===== config.mk =====
export PLATFORM = sky130hd
export DESIGN_NAME = rf_write_arbiter_flat
export DESIGN_NICKNAME = d
export VERILOG_FILES = /design/src/rtl/rf_write_arbiter_if.sv /design/src/rtl/rf_write_arbiter.sv /design/src/flat_wrapper.sv
export SDC_FILE = /design/constraint.sdc
export NUM_CORES = 1
export LEC_CHECK = 0
export CAP_MARGIN = 15
export CORE_UTILIZATION = 47
export CTS_CLUSTER_DIAMETER = 120
export DETAILED_ROUTE_END_ITERATION = 7
export PLACE_DENSITY = 0.85
export SLEW_MARGIN = 20
export SYNTH_ARGS = -nofsm -noshare
export SYNTH_HDL_FRONTEND = slang
export SYNTH_SLANG_ARGS = --single-unit

===== constraint.sdc =====
create_clock -name clk -period 6.5 [get_ports clk]
set_input_delay 0.65 -clock clk [delete_from_list [all_inputs] [get_ports clk]]
set_output_delay 0.65 -clock clk [all_outputs]
set_load 0.1 [all_outputs]

===== src/rtl/rf_write_arbiter_if.sv =====
// Bundles the write-back, MDU and register-file write-port signals of rf_write_arbiter.
// The master side is the pipeline/MDU environment; the slave side is the arbiter itself.
interface rf_write_arbiter_if;
    logic        regWriteWb;
    logic [4:0]  writeRegWb;
    logic [31:0] resultWb;
    logic        mduValid;
    logic [4:0]  mduReg;
    logic [31:0] mduData;
    logic        mduReady;
    logic        rfWe;
    logic [4:0]  rfWa;
    logic [31:0] rfWd;
    logic        stallReq;
    logic [31:0] pendBusy;

    modport master (
        output regWriteWb, writeRegWb, resultWb, mduValid, mduReg, mduData,
        input  mduReady, rfWe, rfWa, rfWd, stallReq, pendBusy
    );

    modport slave (
        input  regWriteWb, writeRegWb, resultWb, mduValid, mduReg, mduData,
        output mduReady, rfWe, rfWa, rfWd, stallReq, pendBusy
    );
endinterface


===== src/rtl/rf_write_arbiter.sv =====
// Shares the register-file write port between write-back and an in-order MDU result queue.
// Write-back wins unless the queue head starves long enough to force a pipeline stall.
module rf_write_arbiter #(
    parameter int unsigned DEPTH        = 2,
    parameter int unsigned STARVE_LIMIT = 4
) (
    input logic               clk,
    input logic               reset,
    rf_write_arbiter_if.slave bus
);
    localparam int unsigned PtrW    = $clog2(DEPTH);
    localparam int unsigned CntW    = PtrW + 1;
    localparam int unsigned StarveW = $clog2(STARVE_LIMIT + 1);

    logic [DEPTH-1:0] liveQ, liveD;
    logic [4:0]       regQ  [DEPTH];
    logic [31:0]      dataQ [DEPTH];
    logic [PtrW-1:0]  rdPtrQ, wrPtrQ;
    logic [CntW-1:0]  countQ, countD;
    logic [StarveW-1:0] starveQ, starveD;
    logic             stallQ, stallD;

    logic        headLive, headOcc, wbReq, readyInt, push, pop;
    logic [31:0] pendVec;

    always_comb begin
        headOcc  = (countQ != '0);
        headLive = liveQ[rdPtrQ];
        wbReq    = bus.regWriteWb && (bus.writeRegWb != 5'd0) && !stallQ;
        readyInt = (countQ != CntW'(DEPTH));
        // Transfers to $0 complete the handshake but never occupy a slot.
        push     = bus.mduValid && readyInt && (bus.mduReg != 5'd0);
        // Dead heads pop unconditionally; live heads only when write-back is idle.
        pop      = headOcc && (!headLive || !wbReq);
        countD   = countQ + CntW'(push) - CntW'(pop);

        liveD = liveQ;
        for (int i = 0; i < DEPTH; i++) begin
            if (wbReq && (regQ[i] == bus.writeRegWb)) liveD[i] = 1'b0;
        end
        if (pop) liveD[rdPtrQ] = 1'b0;
        if (push) liveD[wrPtrQ] = !(wbReq && (bus.writeRegWb == bus.mduReg));

        starveD = '0;
        if (headOcc && headLive && wbReq) begin
            starveD = (starveQ == StarveW'(STARVE_LIMIT)) ? starveQ : starveQ + StarveW'(1);
        end

        stallD = stallQ;
        if (starveD == StarveW'(STARVE_LIMIT)) stallD = 1'b1;
        else if (!headOcc) stallD = 1'b0;
    end

    always_comb begin
        bus.rfWe = 1'b0;
        bus.rfWa = 5'd0;
        bus.rfWd = 32'd0;
        if (!reset) begin
            if (wbReq) begin
                bus.rfWe = 1'b1;
                bus.rfWa = bus.writeRegWb;
                bus.rfWd = bus.resultWb;
            end else if (headOcc && headLive) begin
                bus.rfWe = 1'b1;
                bus.rfWa = regQ[rdPtrQ];
                bus.rfWd = dataQ[rdPtrQ];
            end
        end

        // Live bits are cleared on pop, so live alone implies occupied.
        pendVec = '0;
        for (int i = 0; i < DEPTH; i++) begin
            if (liveQ[i]) pendVec[regQ[i]] = 1'b1;
        end
        pendVec[0] = 1'b0;

        bus.pendBusy = reset ? 32'd0 : pendVec;
        bus.mduReady = reset || readyInt;
        bus.stallReq = stallQ && !reset;
    end

    always_ff @(posedge clk) begin
        if (reset) begin
            liveQ   <= '0;
            rdPtrQ  <= '0;
            wrPtrQ  <= '0;
            countQ  <= '0;
            starveQ <= '0;
            stallQ  <= 1'b0;
        end else begin
            liveQ   <= liveD;
            rdPtrQ  <= pop ? rdPtrQ + PtrW'(1) : rdPtrQ;
            wrPtrQ  <= push ? wrPtrQ + PtrW'(1) : wrPtrQ;
            countQ  <= countD;
            starveQ <= starveD;
            stallQ  <= stallD;
        end
    end

    always_ff @(posedge clk) begin
        if (push) begin
            regQ[wrPtrQ]  <= bus.mduReg;
            dataQ[wrPtrQ] <= bus.mduData;
        end
    end
endmodule


===== src/flat_wrapper.sv =====
// flat-port wrapper written by rule: the top's interface ports become plain ports
module rf_write_arbiter_flat 
#(
    parameter int unsigned DEPTH        = 2,
    parameter int unsigned STARVE_LIMIT = 4
)
  (clk, reset, bus_regWriteWb, bus_writeRegWb, bus_resultWb, bus_mduValid, bus_mduReg, bus_mduData, bus_mduReady, bus_rfWe, bus_rfWa, bus_rfWd, bus_stallReq, bus_pendBusy);
  rf_write_arbiter_if bus_i ();
  input logic clk;
  input logic reset;
  input wire logic [$bits(bus_i.regWriteWb)-1:0] bus_regWriteWb;
  input wire logic [$bits(bus_i.writeRegWb)-1:0] bus_writeRegWb;
  input wire logic [$bits(bus_i.resultWb)-1:0] bus_resultWb;
  input wire logic [$bits(bus_i.mduValid)-1:0] bus_mduValid;
  input wire logic [$bits(bus_i.mduReg)-1:0] bus_mduReg;
  input wire logic [$bits(bus_i.mduData)-1:0] bus_mduData;
  output wire logic [$bits(bus_i.mduReady)-1:0] bus_mduReady;
  output wire logic [$bits(bus_i.rfWe)-1:0] bus_rfWe;
  output wire logic [$bits(bus_i.rfWa)-1:0] bus_rfWa;
  output wire logic [$bits(bus_i.rfWd)-1:0] bus_rfWd;
  output wire logic [$bits(bus_i.stallReq)-1:0] bus_stallReq;
  output wire logic [$bits(bus_i.pendBusy)-1:0] bus_pendBusy;
  assign bus_i.regWriteWb = bus_regWriteWb;
  assign bus_i.writeRegWb = bus_writeRegWb;
  assign bus_i.resultWb = bus_resultWb;
  assign bus_i.mduValid = bus_mduValid;
  assign bus_i.mduReg = bus_mduReg;
  assign bus_i.mduData = bus_mduData;
  assign bus_mduReady = bus_i.mduReady;
  assign bus_rfWe = bus_i.rfWe;
  assign bus_rfWa = bus_i.rfWa;
  assign bus_rfWd = bus_i.rfWd;
  assign bus_stallReq = bus_i.stallReq;
  assign bus_pendBusy = bus_i.pendBusy;
  rf_write_arbiter #(.DEPTH(DEPTH), .STARVE_LIMIT(STARVE_LIMIT)) u_core (.clk(clk), .reset(reset), .bus(bus_i));
endmodule

# --- Word level (Yosys, flattened, before mapping) ---
# Memories as Yosys holds them, arrays and structs flattened. A register that Yosys moved wholly into a read port is not among the register bits.
# Index checks and enable logic that the tools add are counted.
word_totals:
  register_bits: 10
  ramBits: 74
  output_inout_bits: 72
  n_memories: 2
memory_table:
  columns: ["memory", "depth", "width", "rd", "rd_clocked_by_memory_dff", "write_ports", "line_no", "source"]
  rows:
  - ["u_core.dataQ", 2, 32, 1, 1, 1, "rf_write_arbiter.sv:17", "logic [31:0] dataQ [DEPTH];"]
  - ["u_core.regQ", 2, 5, 3, 1, 1, "rf_write_arbiter.sv:16", "logic [4:0] regQ [DEPTH];"]
classes:
  n_addsub: 5
  n_lt_le_gt_ge: 8
  eq_ne: 7
  n_mux: 37
  n_bitwise: 3
  n_reduce_logical: 25
ops:
  columns: ["op", "count"]
  rows:
  - ["$mux 32", 6]
  - ["$or 32x32->32", 1]
  - ["$mux 1", 19]
  - ["$eq 5x5->1", 3]
  - ["$logic_and 1x1->1", 15]
  - ["$mux 5", 3]
  - ["$lt 5x6->1 const B", 2]
  - ["$demux 1 s5", 2]
  - ["$ge 5x1->1 const B", 2]
  - ["$reduce_bool 5->1", 2]
  - ["$eq 3x3->1 const B", 2]
  - ["$mux 3", 2]
  - ["$logic_not 1->1", 5]
  - ["$lt 1x2->1 const B", 2]
  - ["$mux 2", 2]
  - ["$ne 2x2->1 const B", 2]
  - ["$add 3x1->3 const B", 1]
  - ["$add 1x1->1 const B", 2]
  - ["$add 2x1->2", 1]
  - ["$and 2x2->2", 1]
  - ["$bwmux 2", 1]
  - ["$demux 1 s1", 2]
  - ["$ge 1x1->1 const B", 2]
  - ["$logic_or 1x1->1", 2]
  - ["other kinds (3)", 3]

# --- Longest topological paths before layout ---
# Gate-level depths: netlist of run 1.
depth:
  word_depth: 9
  ltp_mapped: 7
  depth_no_buf: 7

# --- Least setup slack after synthesis of run 1 ---
# No wires, ideal clock.
synth_timing:
  path_kind: "input port to flip-flop"
  start: "input port bus_mduReg[1]"
  end: "register u_core.liveQ[0]"
  setup_ps: 122
  arrival_ps: 5748
  t_required_ps: 6378
  setup_slack_ps: 629
  path_stages: 4
  path_buffers: 0
  cell_sequence: "nor4_1 > a2111oi_1 > a2111oi_0 > a22o_1"
synth_via:
  elab_chain_cells: 5
  elab_cells_between_ends: 7
  cone_classes: "1 x eq/ne; 2 x mux; 4 x reduce/logical"
synth_rtl:
  columns: ["element", "line_no", "source"]
  rows:
  - ["start: declaration", "flat_wrapper.sv:15", "input wire logic [$bits(bus_i.mduReg)-1:0] bus_mduReg;"]
  - ["$eq 5x5->1", "rf_write_arbiter.sv:42", "if (push) liveD[wrPtrQ] = !(wbReq && (bus.writeRegWb == bus.mduReg));"]
  - ["$logic_and 1x1->1", "rf_write_arbiter.sv:42", null]
  - ["$logic_not 1->1", "rf_write_arbiter.sv:42", null]
  - ["$bwmux 2", "rf_write_arbiter.sv:42", null]
  - ["$mux 2 *", "rf_write_arbiter.sv:42", null]
  - ["end signal: assignment", "rf_write_arbiter.sv:91", "liveQ <= liveD;"]
  - ["end: declaration", "rf_write_arbiter.sv:15", "logic [DEPTH-1:0] liveQ, liveD;"]
# Mark *: on every way between the ends. The rest lies on a longest branch, timed or not.
# A chain may end at the register's enable or synchronous reset.

# --- Worst setup path in the final report of run 1 ---
layout_timing:
  start: "input port bus_writeRegWb[4]"
  end: "output port bus_rfWd[31]"
layout_via:
  elab_chain_cells: 5
layout_rtl:
  columns: ["element", "line_no", "source"]
  rows:
  - ["start: declaration", "flat_wrapper.sv:12", "input wire logic [$bits(bus_i.writeRegWb)-1:0] bus_writeRegWb;"]
  - ["$reduce_bool 5->1", "rf_write_arbiter.sv:29", "wbReq = bus.regWriteWb && (bus.writeRegWb != 5'd0) && !stallQ;"]
  - ["$logic_and 1x1->1 (2 in series)", "rf_write_arbiter.sv:29", null]
  - ["$mux 32", "rf_write_arbiter.sv:59", "if (wbReq) begin"]
  - ["$mux 32", "rf_write_arbiter.sv:58", "if (!reset) begin"]
  - ["end: declaration", "flat_wrapper.sv:20", "output wire logic [$bits(bus_i.rfWd)-1:0] bus_rfWd;"]
# Every way passes these cells.

==> results.yml, run 1 <==
status:
  outcome: "finished clean"
clocking:
  ctsHoldBuffers: 0
  clkTransAtPathRegs_ps: 80
  numClockSinks: 85
  post-cts-setup-buffers: 0
  root_buffer: "clkbuf_8"
  clock_path_buffers: 2
  numCtsBuffers: 9
  insertion_delay_ps: 350
  cts_tree: "built"
  cts_max_level: 3
  ctsResizeCount: 0
placed_design:
  port_buffers: 148
  hpwl_mm: 7.99
  place_area_sq_um: 6200
  gp_congestion: 0.876
flow_run:
  cap_violations: 0
detailed_routing:
  wl_mm: 11.4
  first_iter_violations: 237
  vias: 3704
  drtPass1Iterations: 6
  vias_per_cell: 5.51
  antenna_left: 0
  drc: 0
  routedWlPerCell_um: 16.9
die:
  coreArea_sq_um: 9730
  fp.dieW_um: 102
  die_y_um: 102
  top_level_ports: 150
  rows: 36
  start_util: 0.482
  dieArea_sq_um: 10400
power_and_ir_drop:
  vdd_drop_max_v: 0.000126
  p_leak_nw: 2.08
  powerDensity_nw_per_um2: 215
synthesis:
  synth_edf_count: 74
  synth_area_sq_um: 4690
  syn_nets: 481
  syn_area_per_cell_sq_um: 11.7
  synth_warnings: 0
  netlist_top_cells_area: "edfxtp_1 47%, a211oi_2 9.1%, mux2i_1 7.9%"
  synth_compound_area_frac: 0.181
  async_flop_share: 0
  synthSimpleGateAreaFrac: 0.123
  synth_cell_types: 43
  syn-instance-count: 400
  yosys.area.top_type_share: 0.474
  yosys.area_share.xor_xnor: 0.0318
  synthMuxAreaShare: 0.0838
  synth_top_family_by_area: "compound AO/OA/AOI/OAI gates"
  ys_seq_elements: 85
  synth_adder_area_share: 0.00801
  ys_top_cells_by_count: "79 x nor2_1, 74 x edfxtp_1, 37 x mux2i_1"
  yosys_most_used_dff: "edfxtp_1"
  yosysSeqAreaShare: 0.521
  synth.largest_area_cell: "edfxtp_1"
  synth.most_common_cell: "nor2_1"
sta:
  period_minus_slack_ps: 4930
  rsz0062_at_grt: "no"
  hold_viol: 0
  setup-tns-final_ps: 0
  finalCritPeriodShare: 0.759
  maxSlewHeadroom: 0.265
  finClkSkew_ps: 5.27
  drv_slew: 0
  setup_viol: 0
  worst_slew_pin_slew_ps: 1100
  fmax_mhz: 203
global_routing:
  grt_util_all_layers: 0.218
  antenna_found_initial: 0
  grt_pass1_wl_mm: 17.0
  grt_max_degree: 51
  gr-total-overflow: 0
  grt_pass1_vias: 3349
worst_hold_path:
  whs_endpoint: "u_core.stallQ"
  hp-start: "u_core.stallQ"
  min_delay_path_depth: 2
  hp-class: "reg2reg"
finish:
  final_nets: 615
  n_fill_cell: 731
  utilization: 0.657
  final_area_sq_um: 6400
  n_antenna_cell: 0
  area_growth_pct: 36.5
  layout-drive-gt1-share: 0.122
setup_path:
  arrival_ps: 4280
  critPathMaxStageDelay_ps: 1010
  worstRegToRegCells: 5
  crit_slowest_cell: "clkdlybuf4s50_1"
  r2r-start: "u_core.countQ[1]"
  r2r_end: "u_core.liveQ[1]"
  critPathKind: "in2out"
  worst-path-buf-inv: 3
  crit_chain: "clkdlybuf4s50_1 > or4_4 > o21ai_4 > buf_4 > a21o_2 > a211oi_1 > clkdlybuf4s50_1"
  critPathTopFamily: "buffers and inverters"
  cpMostUsedCell: "clkdlybuf4s50_1"
  r2r_setup_slack_ps: 4250
  crit_fanout: 37
  end_kind: "output pin"
  crit_required_ps: 5850
  critPathLaunchType: "input pin"
[layout by cell type (no fill, tap or decap), types with 3 or more instances in the layout]
cell type        netlist  final
dfxtp_1               11     10
nor2b_1                3      3
nand2_1               12     12
clkdlybuf4s50_1        0    148
buf_4                  3      6
ha_1                   3      3
nor3_1                 7      7
edfxtp_1              74     74
nor2_1                79     79
and3_1                 4      4
xor2_1                 9      9
inv_1                 10     10
nor3b_1                8      8
clkbuf_8               0      9
mux2i_1               37     37
a22oi_1               31     31
and3b_1                3      3
a211oi_2              34     34
xnor2_1                8      8
a211oi_1               4      3
clkinv_2               0      4
[tightest hold or removal path, stage by stage, from the launching register on]
cell      delay (ps)
dfxtp_1          320
nand2b_1          80
o32ai_1           80
[kinds of logic after synthesis]
family / after synthesis
DFF: 85
AOI/OAI and AO/OA: 88
buffers and inverters: 41
and+or+nand+nor: 126
other: 1
muxes: 39
adders and majority gates: 3
xor gates and xnor gates: 17
[flip-flops by register name (all words and copies together) (netlist names), named ones only]
name,flops
u_core.countQ,2
u_core.dataQ,64
u_core.liveQ,2
u_core.rdPtrQ,1
u_core.regQ,10
u_core.stallQ,1
u_core.starveQ,3
u_core.wrPtrQ,1
[power breakdown]
part / switching, W / leakage, nW / internal [W]
Clock: 0.000177 / 0.0987 / 0.000175
Combinational: 0.000244 / 1.20 / 0.000121
Sequential: 0.0000235 / 0.784 / 0.000633
Total: 0.000445 / 2.08 / 0.000930
[final cells by class]
| class | count | area [sq um] | share of cell area |
|---|---|---|---|
| Clock buffer | 9 | 124 | 0.0194 |
| Clock inverter | 7 | 66.3 | 0.0104 |
| Inverter | 10 | 37.5 | 0.00587 |
| Multi-Input combinational cell | 274 | 2030 | 0.318 |
| Sequential cell | 85 | 2440 | 0.382 |
| Tap cell | 133 | 166 | 0.0260 |
| Timing Repair Buffer | 154 | 1530 | 0.239 |
[metrics by stage]
step / hold slack (ps) / worst slack (ps) / instances / total power, W
after floorplan: 487 / 629 / 400 / 0.000923
after global placement: 517 / 1610 / 656 / 0.00103
after detailed placement: 513 / 1560 / 656 / 0.00103
after CTS: 527 / 1560 / 672 / 0.00138
after global routing: 567 / 1430 / 672 / 0.00143
final: 523 / 1570 / 672 / 0.00137
[routing by layer]
layer,vias to the layer above,GRT usage,part of all wire
li1,1769,-,-
met1,1773,0.267,0.41
met2,149,0.362,0.50
met3,13,0.0677,0.082
met4,0,0.0824,0.013
met5,-,0,0
[worst max path at each step]
stage,slack (ps),endpoint,start,cells past startpoint
after floorplan,630,u_core.liveQ[0],bus_mduReg[1],4
after global placement,1610,bus_rfWa[4],bus_writeRegWb[3],7
after detailed placement,1560,bus_rfWd[31],bus_writeRegWb[3],7
after CTS,1560,bus_rfWd[31],bus_writeRegWb[3],7
after global routing,1430,bus_rfWa[4],bus_writeRegWb[3],7
final,1570,bus_rfWd[31],bus_writeRegWb[4],7
(Power assumes the default switching activity.)
==> run 2, diff against run 1 <==
==> constraint.sdc (replaced) <==
create_clock -name clk -period 4.93 [get_ports clk]
set_input_delay 0.493 -clock clk [delete_from_list [all_inputs] [get_ports clk]]
set_output_delay 0.493 -clock clk [all_outputs]
set_load 0.1 [all_outputs]
==> run 2 against run 1 <==
Via count is 0.65% lower. Utilization is 0.93 points lower. Non-clock buffer count stayed put. Sequential share of layout area is 0.59 points higher. Highest routed layer unchanged.
==> results.yml, run 2 (synthesis gave the netlist of run 1 again) <==
finish:
  largest_reg_flops: 64
  instances_no_fill: 672
  final_cell_mix: "109 x clkdlybuf4s50_1, 79 x nor2_1, 74 x edfxtp_1"
  n_antenna_cell: 0
  top_regs: "u_core.dataQ x64, u_core.regQ x10, u_core.starveQ x3"
  regArea_sq_um: 2450
  multi_input_area_sq_um: 2040
  layout-drive-gt1-share: 0.189
  area_growth_pct: 34.6
  max_flop_register: "u_core.dataQ"
  n_fill_cell: 738
  final_common_cell: "clkdlybuf4s50_1"
  final_nets: 615
detailed_routing:
  first_iter_violations: 173
  antenna_left: 0
  drtPass1Iterations: 7
  routedWlPerCell_um: 16.9
  vias_per_cell: 5.48
  drc: 0
  wl_mm: 11.3
  vias: 3680
power_and_ir_drop:
  powerDensity_nw_per_um2: 287
  p_seq_frac: 0.485
  p_leak_nw: 2.14
  p_sw_w: 0.000588
  vdd_drop_max_v: 0.000117
  intPower_w: 0.00122
  clkPwrFrac: 0.258
  swShare: 0.326
  comb_power_share: 0.258
setup_path:
  r2r-start: "u_core.countQ[1]"
  crit_slowest_cell: "clkdlybuf4s50_1"
  crit_chain: "inv_1 > nor3b_1 > a22oi_1 > nor2_1 > clkdlybuf4s50_1"
  end_kind: "output pin"
  crit_required_ps: 4440
  crit_fanout: 8
  critPathLaunchType: "flip-flop"
  critPathKind: "reg2out"
  r2r_setup_slack_ps: 2710
  critPathMaxStageDelay_ps: 1150
  arrival_ps: 3260
  r2r_end: "u_core.liveQ[0]"
  worstRegToRegCells: 5
clocking:
  ctsResizeCount: 0
  clock_path_buffers: 2
  insertion_delay_ps: 360
  cts_max_level: 3
  post-cts-setup-buffers: 0
  root_buffer: "clkbuf_8"
  numClockSinks: 85
  clkTransAtPathRegs_ps: 80
  ctsHoldBuffers: 0
  numCtsBuffers: 9
  cts_tree: "built"
sta:
  period_minus_slack_ps: 3750
  finalCritPeriodShare: 0.761
  setup_viol: 0
  worst_slew_pin_slew_ps: 1040
  drv_slew: 0
  setup-tns-final_ps: 0
  rsz0062_at_grt: "no"
  hold_viol: 0
  finClkSkew_ps: 5.75
  maxSlewHeadroom: 0.307
  fmax_mhz: 267
worst_hold_path:
  hp-start: "u_core.stallQ"
  whs_endpoint: "u_core.stallQ"
  hp-class: "reg2reg"
  min_delay_path_depth: 2
die:
  rows: 36
  top_level_ports: 150
  start_util: 0.482
  die_y_um: 102
  fp.dieW_um: 102
  coreArea_sq_um: 9730
  dieArea_sq_um: 10400
placed_design:
  port_buffers: 148
  dpl.cell_count: 656
  gp_congestion: 0.877
  hpwl_mm: 7.83
global_routing:
  grt_util_all_layers: 0.219
  antenna_found_initial: 0
  grt_max_degree: 77
  gr-total-overflow: 0
  grt_pass1_vias: 3538
  grt_pass1_wl_mm: 17.4
flow_run:
  cap_violations: 0
status:
  outcome: "finished clean"
[run 2: cell count changes in the layout (fill, tap and decap cells not counted), moves of 2 or more]
| cell | change |
|---|---|
| clkinv_2 | -2 |
| buf_4 | +39 |
| clkbuf_1 | +2 |
| clkdlybuf4s50_1 | -39 |
[run 2: worst max-delay path, delay by kind of cell (launching register included)]
| kind | cells | cell delay [ps] |
|---|---|---|
| AOI/OAI and AO/OA | 1 | 230 |
| buffers and inverters | 2 | 1270 |
| and+or+nand+nor | 2 | 990 |
| DFF | 1 | 410 |
[run 2: final cells by class]
type                            count  area share
Clock buffer                       11      0.0208
Timing Repair Buffer              154       0.227
Sequential cell                    85       0.388
Tap cell                          133      0.0264
Clock inverter                      5     0.00813
Multi-Input combinational cell    274       0.324
Inverter                           10     0.00595
[run 2: how the worst max path moves through the flow]
stage | start | endpoint | slack, ps | depth (start not counted)
after CTS | u_core.liveQ[0] | bus_pendBusy[26] | 1140 | 5
after global placement | bus_writeRegWb[3] | bus_rfWd[13] | 1300 | 7
final | u_core.liveQ[0] | bus_pendBusy[26] | 1180 | 5
after detailed placement | bus_writeRegWb[3] | bus_rfWd[4] | 1200 | 7
after global routing | u_core.liveQ[1] | bus_pendBusy[2] | 960 | 5
after floorplan | bus_mduReg[1] | u_core.liveQ[1] | 740 | 4
[run 2: power by group through the flow]
stage	combinational, W	sequential (W)	clock, W
after floorplan	0.000350	0.000866	0
after global placement	0.000459	0.000888	0
after detailed placement	0.000464	0.000892	0
after CTS	0.000467	0.000876	0.000480
after global routing	0.000490	0.000881	0.000510
final	0.000466	0.000876	0.000465
[run 2: per-layer routing]
metal	part of all wire	track usage	routed length, um	up-vias
li1	-	-	-	1767
met1	0.43	0.269	4810	1716
met2	0.47	0.371	5380	177
met3	0.084	0.0609	951	20
met4	0.016	0.0813	181	0
met5	0	0	0	-
[run 2: metrics by stage]
step / instance area [sq um] / utilization / hold slack, ps / setup WS [ps] / power [W]
6_report: 6310 / 0.648 / 536 / 1180 / 0.00181
3_3_place_gp: 6110 / 0.628 / 517 / 1300 / 0.00135
5_1_grt: 6310 / 0.648 / 586 / 959 / 0.00188
2_1_floorplan: 4690 / - / 487 / 740 / 0.00122
3_5_place_dp: 6120 / 0.629 / 524 / 1200 / 0.00136
4_1_cts: 6300 / 0.648 / 538 / 1140 / 0.00182
